File: config.mk
export PLATFORM = sky130hd
export DESIGN_NAME = alu_muldiv_seq
export DESIGN_NICKNAME = d
export VERILOG_FILES = /design/src/rtl/alu_opcodes_pkg.sv /design/src/rtl/alu_muldiv_seq.sv
export SDC_FILE = /design/constraint.sdc
export NUM_CORES = 1
export LEC_CHECK = 0
export CORE_MARGIN = 3
export CORE_UTILIZATION = 29
export CTS_BUF_LIST = sky130_fd_sc_hd__clkbuf_4 sky130_fd_sc_hd__clkbuf_8
export DETAILED_ROUTE_END_ITERATION = 10
export PLACE_DENSITY = 0.47
export SETUP_SLACK_MARGIN = 0.3
export SLEW_MARGIN = 40
export SYNTH_ARGS = -nofsm -noshare
export SYNTH_HDL_FRONTEND = slang
export SYNTH_SLANG_ARGS = --single-unit
export TNS_END_PERCENT = 5
File: constraint.sdc
create_clock -name clk_i -period 2.9 [get_ports clk_i]
set_input_delay 0.725 -clock clk_i [delete_from_list [all_inputs] [get_ports clk_i]]
set_output_delay 0.725 -clock clk_i [all_outputs]
set_load 0.05 [all_outputs]
File: src/rtl/alu_opcodes_pkg.sv
// Opcode encodings shared with the core's single-cycle alu.
// The sequencer only ever issues ADD, SUB and the unsigned
// greater-or-equal compare.
package alu_opcodes_pkg;

  localparam logic [4:0] ALU_ADD = 5'd0;
  localparam logic [4:0] ALU_SUB = 5'd1;
  localparam logic [4:0] ALU_GEU = 5'd7;

endpackage

File: src/rtl/alu_muldiv_seq.sv
// Multi-cycle MUL / DIVU / REMU sequencer that borrows the core's
// single-cycle alu. MUL is shift-and-add, DIVU/REMU are restoring
// shift-compare-subtract. While busy it owns the alu inputs; in IDLE
// it parks the alu on a harmless ADD of zeros.
module alu_muldiv_seq
  import alu_opcodes_pkg::*;
#(
  parameter bit EARLY_EXIT = 1'b1
) (
  input  logic        clk_i,
  input  logic        rst_i,
  input  logic        req_i,
  input  logic [1:0]  op_i,
  input  logic [31:0] a_i,
  input  logic [31:0] b_i,
  output logic        ready_o,
  output logic        valid_o,
  output logic [31:0] result_o,
  output logic [31:0] alu_a_o,
  output logic [31:0] alu_b_o,
  output logic [4:0]  alu_op_o,
  input  logic [31:0] alu_result_i,
  input  logic        alu_flag_i
);

  localparam logic [1:0] OP_MUL  = 2'b00;
  localparam logic [1:0] OP_DIVU = 2'b10;
  localparam logic [1:0] OP_REMU = 2'b11;

  typedef enum logic [2:0] {
    IDLE,
    MUL_STEP,
    DIV_CMP,
    DIV_SUB,
    DONE
  } state_t;

  state_t      state_q;
  logic [31:0] acc_q;
  logic [31:0] mcand_q;
  logic [31:0] mplier_q;
  logic [31:0] rem_q;
  logic [31:0] quo_q;
  logic [31:0] divisor_q;
  logic [4:0]  cnt_q;
  logic [1:0]  op_q;
  logic        ready_q;
  logic        valid_q;
  logic [31:0] result_q;

  logic [31:0] shiftRem_d;
  logic        quoBit_d;
  logic [31:0] quo_d;
  logic [31:0] acc_d;
  logic [31:0] mplierShift_d;
  logic        mulLast_d;

  assign ready_o  = ready_q;
  assign valid_o  = valid_q;
  assign result_o = result_q;

  // Next-step datapath values; the last step's result is taken from these
  // so result_o is already correct in the cycle valid_o is high.
  always_comb begin
    shiftRem_d    = {rem_q[30:0], quo_q[31]};
    quoBit_d      = rem_q[31] | alu_flag_i;
    quo_d         = {quo_q[30:0], quoBit_d};
    acc_d         = mplier_q[0] ? alu_result_i : acc_q;
    mplierShift_d = mplier_q >> 1;
    mulLast_d     = (cnt_q == 5'd31) || (EARLY_EXIT && (mplierShift_d == 32'd0));
  end

  // The alu operands follow the state directly so each step's alu result
  // is available within the same cycle.
  always_comb begin
    alu_a_o  = 32'd0;
    alu_b_o  = 32'd0;
    alu_op_o = ALU_ADD;
    case (state_q)
      MUL_STEP: begin
        alu_a_o  = acc_q;
        alu_b_o  = mcand_q;
        alu_op_o = ALU_ADD;
      end
      DIV_CMP: begin
        alu_a_o  = shiftRem_d;
        alu_b_o  = divisor_q;
        alu_op_o = ALU_GEU;
      end
      DIV_SUB: begin
        alu_a_o  = rem_q;
        alu_b_o  = divisor_q;
        alu_op_o = ALU_SUB;
      end
      default: begin
        alu_a_o  = 32'd0;
        alu_b_o  = 32'd0;
        alu_op_o = ALU_ADD;
      end
    endcase
  end

  // Sequencer state, datapath registers and registered handshake outputs.
  always_ff @(posedge clk_i) begin
    if (rst_i) begin
      state_q   <= IDLE;
      acc_q     <= 32'd0;
      mcand_q   <= 32'd0;
      mplier_q  <= 32'd0;
      rem_q     <= 32'd0;
      quo_q     <= 32'd0;
      divisor_q <= 32'd0;
      cnt_q     <= 5'd0;
      op_q      <= 2'd0;
      ready_q   <= 1'b1;
      valid_q   <= 1'b0;
      result_q  <= 32'd0;
    end else begin
      valid_q <= 1'b0;
      case (state_q)
        IDLE: begin
          if (req_i) begin
            op_q    <= op_i;
            cnt_q   <= 5'd0;
            ready_q <= 1'b0;
            case (op_i)
              OP_MUL: begin
                acc_q    <= 32'd0;
                mcand_q  <= a_i;
                mplier_q <= b_i;
                state_q  <= MUL_STEP;
              end
              OP_DIVU, OP_REMU: begin
                if (b_i != 32'd0) begin
                  rem_q     <= 32'd0;
                  quo_q     <= a_i;
                  divisor_q <= b_i;
                  state_q   <= DIV_CMP;
                end else begin
                  result_q <= (op_i == OP_DIVU) ? 32'hFFFF_FFFF : a_i;
                  valid_q  <= 1'b1;
                  state_q  <= DONE;
                end
              end
              default: begin
                result_q <= 32'd0;
                valid_q  <= 1'b1;
                state_q  <= DONE;
              end
            endcase
          end
        end

        MUL_STEP: begin
          acc_q    <= acc_d;
          mcand_q  <= mcand_q << 1;
          mplier_q <= mplierShift_d;
          cnt_q    <= cnt_q + 5'd1;
          if (mulLast_d) begin
            result_q <= acc_d;
            valid_q  <= 1'b1;
            state_q  <= DONE;
          end
        end

        DIV_CMP: begin
          rem_q <= shiftRem_d;
          quo_q <= quo_d;
          if (quoBit_d) begin
            state_q <= DIV_SUB;
          end else if (cnt_q == 5'd31) begin
            result_q <= (op_q == OP_DIVU) ? quo_d : shiftRem_d;
            valid_q  <= 1'b1;
            state_q  <= DONE;
          end else begin
            cnt_q <= cnt_q + 5'd1;
          end
        end

        DIV_SUB: begin
          rem_q <= alu_result_i;
          if (cnt_q == 5'd31) begin
            result_q <= (op_q == OP_DIVU) ? quo_q : alu_result_i;
            valid_q  <= 1'b1;
            state_q  <= DONE;
          end else begin
            cnt_q   <= cnt_q + 5'd1;
            state_q <= DIV_CMP;
          end
        end

        DONE: begin
          ready_q <= 1'b1;
          state_q <= IDLE;
        end

        default: begin
          ready_q <= 1'b1;
          state_q <= IDLE;
        end
      endcase
    end
  end

endmodule

* Word level (Yosys, flattened, before mapping)
Index checks and enable logic that the tools add are counted.
Word-level totals: output and inout port bits 103, logic and storage cells 107, register bits after elaboration 236
Operators by class: equality and inequality tests 18, mux-type cells 53, bitwise logic cells 2, reductions and logical operators 21, add/subtract/negate cells 1
Operator list (number):
- 32-bit 2-to-1 mux | 22
- 32-bit one-hot mux with 2 select lines | 6
- 32-bit one-hot mux with 3 select lines | 2
- 32-bit one-hot mux with 4 select lines | 1
- 32-bit logical NOT | 1
- 32-bit nonzero test | 1
- 5-bit one-hot mux with 4 select lines | 1
- 3-bit 2-to-1 mux | 6
- 5-bit 2-to-1 mux | 3
- 2-bit != test, second input constant | 7
- 3-bit one-hot mux with 2 select lines | 2
- 3-bit one-hot mux with 4 select lines | 1
- 4-bit AND reduction | 3
- 3-bit AND reduction | 3
- 8-bit AND reduction | 1
- 2-bit == test, second input constant | 3
- 3-bit by 2-bit == test with 1-bit output, second input constant | 2
- 1-bit 2-to-1 mux | 6
- 3-bit != test, second input constant | 2
- 5-bit by 1-bit adder with 5-bit output, second input constant | 1
- 5-bit == test, second input constant | 1
- 2-bit by 1-bit != test with 1-bit output, second input constant | 2
- 1-bit one-hot mux with 2 select lines | 2
- 1-bit one-hot mux with 4 select lines | 1
- 12 further kinds | 15

* Depth between registers and ports, before layout
depth after elaboration 6, depth in mapped cells 8

* Least setup slack after synthesis
OpenSTA, ideal clock, no wires.
kind flip-flop to output port, start point register state_q[0], end point output port alu_a_o[30], arrival 2.125 ns, stages on the path, launching flop included 8, path buffers 3, path slack 0.050 ns, cells stage by stage dfxtp_1 > buf_2 > clkbuf_1 > buf_1 > nand2_1 > a21oi_1 > a21oi_1 > nor2_1
On the way: cells in the longest elaborated chain, start to end 2, elaborated cells between the ends (all ways) 4, classes of those cells 3 x eq/ne; 1 x mux
Ends and longest elaborated chain:
- start, declared | line alu_muldiv_seq.sv:38 | state_t state_q;
- start signal, assigned | line alu_muldiv_seq.sv:106 | state_q <= IDLE;
- start signal, assigned | line alu_muldiv_seq.sv:131 | state_q <= MUL_STEP;
- start signal, assigned | line alu_muldiv_seq.sv:138 | state_q <= DIV_CMP;
- 3-bit by 2-bit == test with 1-bit output or 3-bit by 1-bit == test with 1-bit output (tied branches) | line alu_muldiv_seq.sv:79 | case (state_q)
- 32-bit one-hot mux with 3 select lines (*) | line alu_muldiv_seq.sv:79
- end, declared | line alu_muldiv_seq.sv:19 | output logic [31:0] alu_a_o,
Every way passes the cells marked *; elsewhere a longest branch is shown, timed or not.

* Final worst setup path
start point register state_q[0], end point output port alu_b_o[11]
On the way: cells in the longest elaborated chain, start to end 3, elaborated cells between the ends (all ways) 5, classes of those cells 3 x eq/ne; 1 x mux; 1 x reduce/logical
Ends and longest elaborated chain:
- 3-bit by 2-bit == test with 1-bit output | line alu_muldiv_seq.sv:79
- 2-bit OR reduction (no line)
- 32-bit one-hot mux with 2 select lines (*) | line alu_muldiv_seq.sv:79
- end, declared | line alu_muldiv_seq.sv:20 | output logic [31:0] alu_b_o,
Marks and branches as above.

==> impl_metrics.yaml <==
synth:
  synth_seq_cells: 236
  synthArstFlopShare_pct: 0
  yosys-top-cells-count: "412 x nand2_1, 270 x nor2_1, 236 x dfxtp_1"
  synth.top_cell.area_share_pct: 37.58
  syn_area_um2: 12570
  ys_warn_count: 0
  synth_area_per_cell_um2: 7.379
  synth_cells: 1704
  yosysSeqAreaShare_pct: 37.58
  synth-main-ff-cell: "dfxtp_1"
  yosysMostFrequentCell: "nand2_1"
  ys_types: 54
  synth_edf_count: 0
  synthTopCellsByArea: "dfxtp_1 38%, nand2_1 12%, mux2i_1 8.2%"
  synth_top_area_cell: "dfxtp_1"
sta:
  hold_slack_ns: 0.4540
  hold_viol: 0
  slew_headroom_pct: 45.94
  min_period_over_period_pct: 96.19
  finalMaxSlewViolations: 0
  tightest_slew_ns: 0.8060
  rsz0062_at_grt: "yes"
  min_period_ns: 2.790
  fin_skew_ns: 0.02935
  max_freq_ghz: 0.3585
  setup_violations: 0
critical_path:
  cp_max_fo: 9
  cp.arrival_ns: 2.06
  crit_path_end_kind: "primary output"
  critPathLaunchType: "flop"
  worstPathRequired_ns: 2.17
  critPathKind: "reg -> out"
layout:
  area_delta_synth_final_pct: 41.38
  layout.nets: 2012
  diodes: 0
  fill_cells: 4401
  drive_gt1_share_pct: 18.70
  final_cells: 2518
  stdcell_area_um2: 17780
run_status:
  outcome: "finished clean"
place:
  dp_cells: 2418
  routabilityCongestion: 0.8356
  placed_area_um2: 16330
  hpwl_um: 33200
  numPortBuffers: 202
global_routing:
  grt_usage_pct: 20.75
  grt_pass1_wl_um: 75970
  grt_overflow: 0
  grt_pass1_vias: 12650
  antenna_found_initial: 1
  grt_max_degree: 109
clock_network:
  cts_tree: "yes"
  cts_buffer_depth: 3
  hold_buffers: 0
  root_buffer: "clkbuf_8"
  htreeDepth: 2
  numCtsBuffers: 47
  clk_pin_slew_ns: 0.06
  clk_latency_ns: 0.60
  cts.sinks: 236
routing:
  drtPass1Iterations: 5
  vias_per_cell: 5.172
  wl_um: 49350
  vias: 13020
  first_iter_violations: 738
  drc: 0
  wl_per_cell_um: 19.60
  ant_nets: 0
die:
  ioPinCount: 205
  die_area_um2: 45890
  die_y_um: 214.2
  rows: 75
  core_area_um2: 42420
  initial_core_util_pct: 29.64
  die_x_um: 214.2
flow_run:
  maxCapViolations: 0
pwr:
  powerDensity_nw_per_um2: 722.3
  power.leakage_nw: 6.717
  vdd_drop_max_mv: 0.3117
  total_power_mw: 12.84
worst_hold_path:
  hp-class: "reg -> reg"
## cell usage in the layout, fill, tap and decap left out, types with 28 or more instances in the layout
cell type          n
a21oi_1          160
a311oi_1          96
a31oi_1           32
and3b_1           28
buf_12            90
buf_4             80
clkbuf_8          62
clkdlybuf4s50_1  134
dfxtp_1          232
mux2i_1          102
nand2_1          366
nand2_2           46
nor2_1           262
o21ai_0           56
o22ai_1           30
## stage by stage
stage	setup TNS, ns	utilization, %	setup WS [ns]
after CTS	0	41.67	0.07276
after floorplan	0	-	0.1565
after global routing	0	41.91	0.02940
final	0	41.91	0.1105
after global placement	-11.72	38.50	-0.1804
after detailed placement	-8.732	38.50	-0.1520
## report_power, final
part | leakage [nW] | total (mW) | switching (mW) | internal [mW]
Combinational | 4.25 | 4.95 | 2.97 | 1.98
Clock | 0.537 | 3.63 | 1.50 | 2.13
Sequential | 1.93 | 4.25 | 0.446 | 3.81
## final timing paths
check | start | end | slack, ns | depth (start not counted)
worst max register to register | state_q[0] | result_o[2] | 0.39 | 7
worst max-delay path | state_q[0] | alu_b_o[11] | 0.11 | 7
worst min-delay path | divisor_q[30] | divisor_q[30] | 0.45 | 2
worst min register to register | divisor_q[30] | divisor_q[30] | 0.45 | 2
## flip-flops by register name, summed over array words and instances, names as in the netlist
signal / flops
acc_q: 32
divisor_q: 32
mcand_q: 32
mplier_q: 32
quo_q: 32
rem_q: 32
result_o: 32
cnt_q: 5
state_q: 3
op_q: 2
ready_o: 1
valid_o: 1
## logic make-up after synthesis
| kind of cell | count (synthesis) | synth area share, % |
|---|---|---|
| mux | 128 | 10.53 |
| buf+inv | 165 | 5.652 |
| flops | 236 | 37.58 |
| other cells | 1 | 0.02983 |
| compound gates | 411 | 20.93 |
| simple gates | 758 | 24.88 |
| xor+xnor | 3 | 0.2090 |
| fa+ha+maj | 2 | 0.1990 |
## final cells by class
| cell class | instances | area [um^2] | share of cell area (%) |
|---|---|---|---|
| multi-input combinational | 1304 | 7320 | 41.18 |
| clock inverter | 1 | 5.005 | 0.02816 |
| tap | 577 | 721.9 | 4.061 |
| clock buffer | 81 | 996.0 | 5.603 |
| inverter | 6 | 30.03 | 0.1689 |
| timing repair buffer | 313 | 3971 | 22.34 |
| sequential | 236 | 4732 | 26.62 |
## critical path, stage by stage (launching register included)
cell	delay, ns
dfxtp_4	0.39
buf_16	0.16
nor3b_4	0.21
buf_4	0.19
clkbuf_16	0.18
nand2_2	0.10
nand2_2	0.10
buf_12	0.14
## repair_timing
item / CTS / global route
pin swaps: 1 / 1
setup buffers: 12 / 0
endpoints found under the setup margin: 69 / 91
gates cloned: 4 / 1
resized for setup: 40 / 22
## per-layer routing
| metal | up-vias | GRT usage, % | part of all wire [%] |
|---|---|---|---|
| li1 | 6383 | - | - |
| met1 | 6180 | 29.08 | 47 |
| met3 | 68 | 4.350 | 6.7 |
| met2 | 390 | 32.43 | 45 |
| met5 | - | 0 | 0.016 |
| met4 | 2 | 5.544 | 1.8 |
No activity file was read; power rests on OpenSTA's default activity.
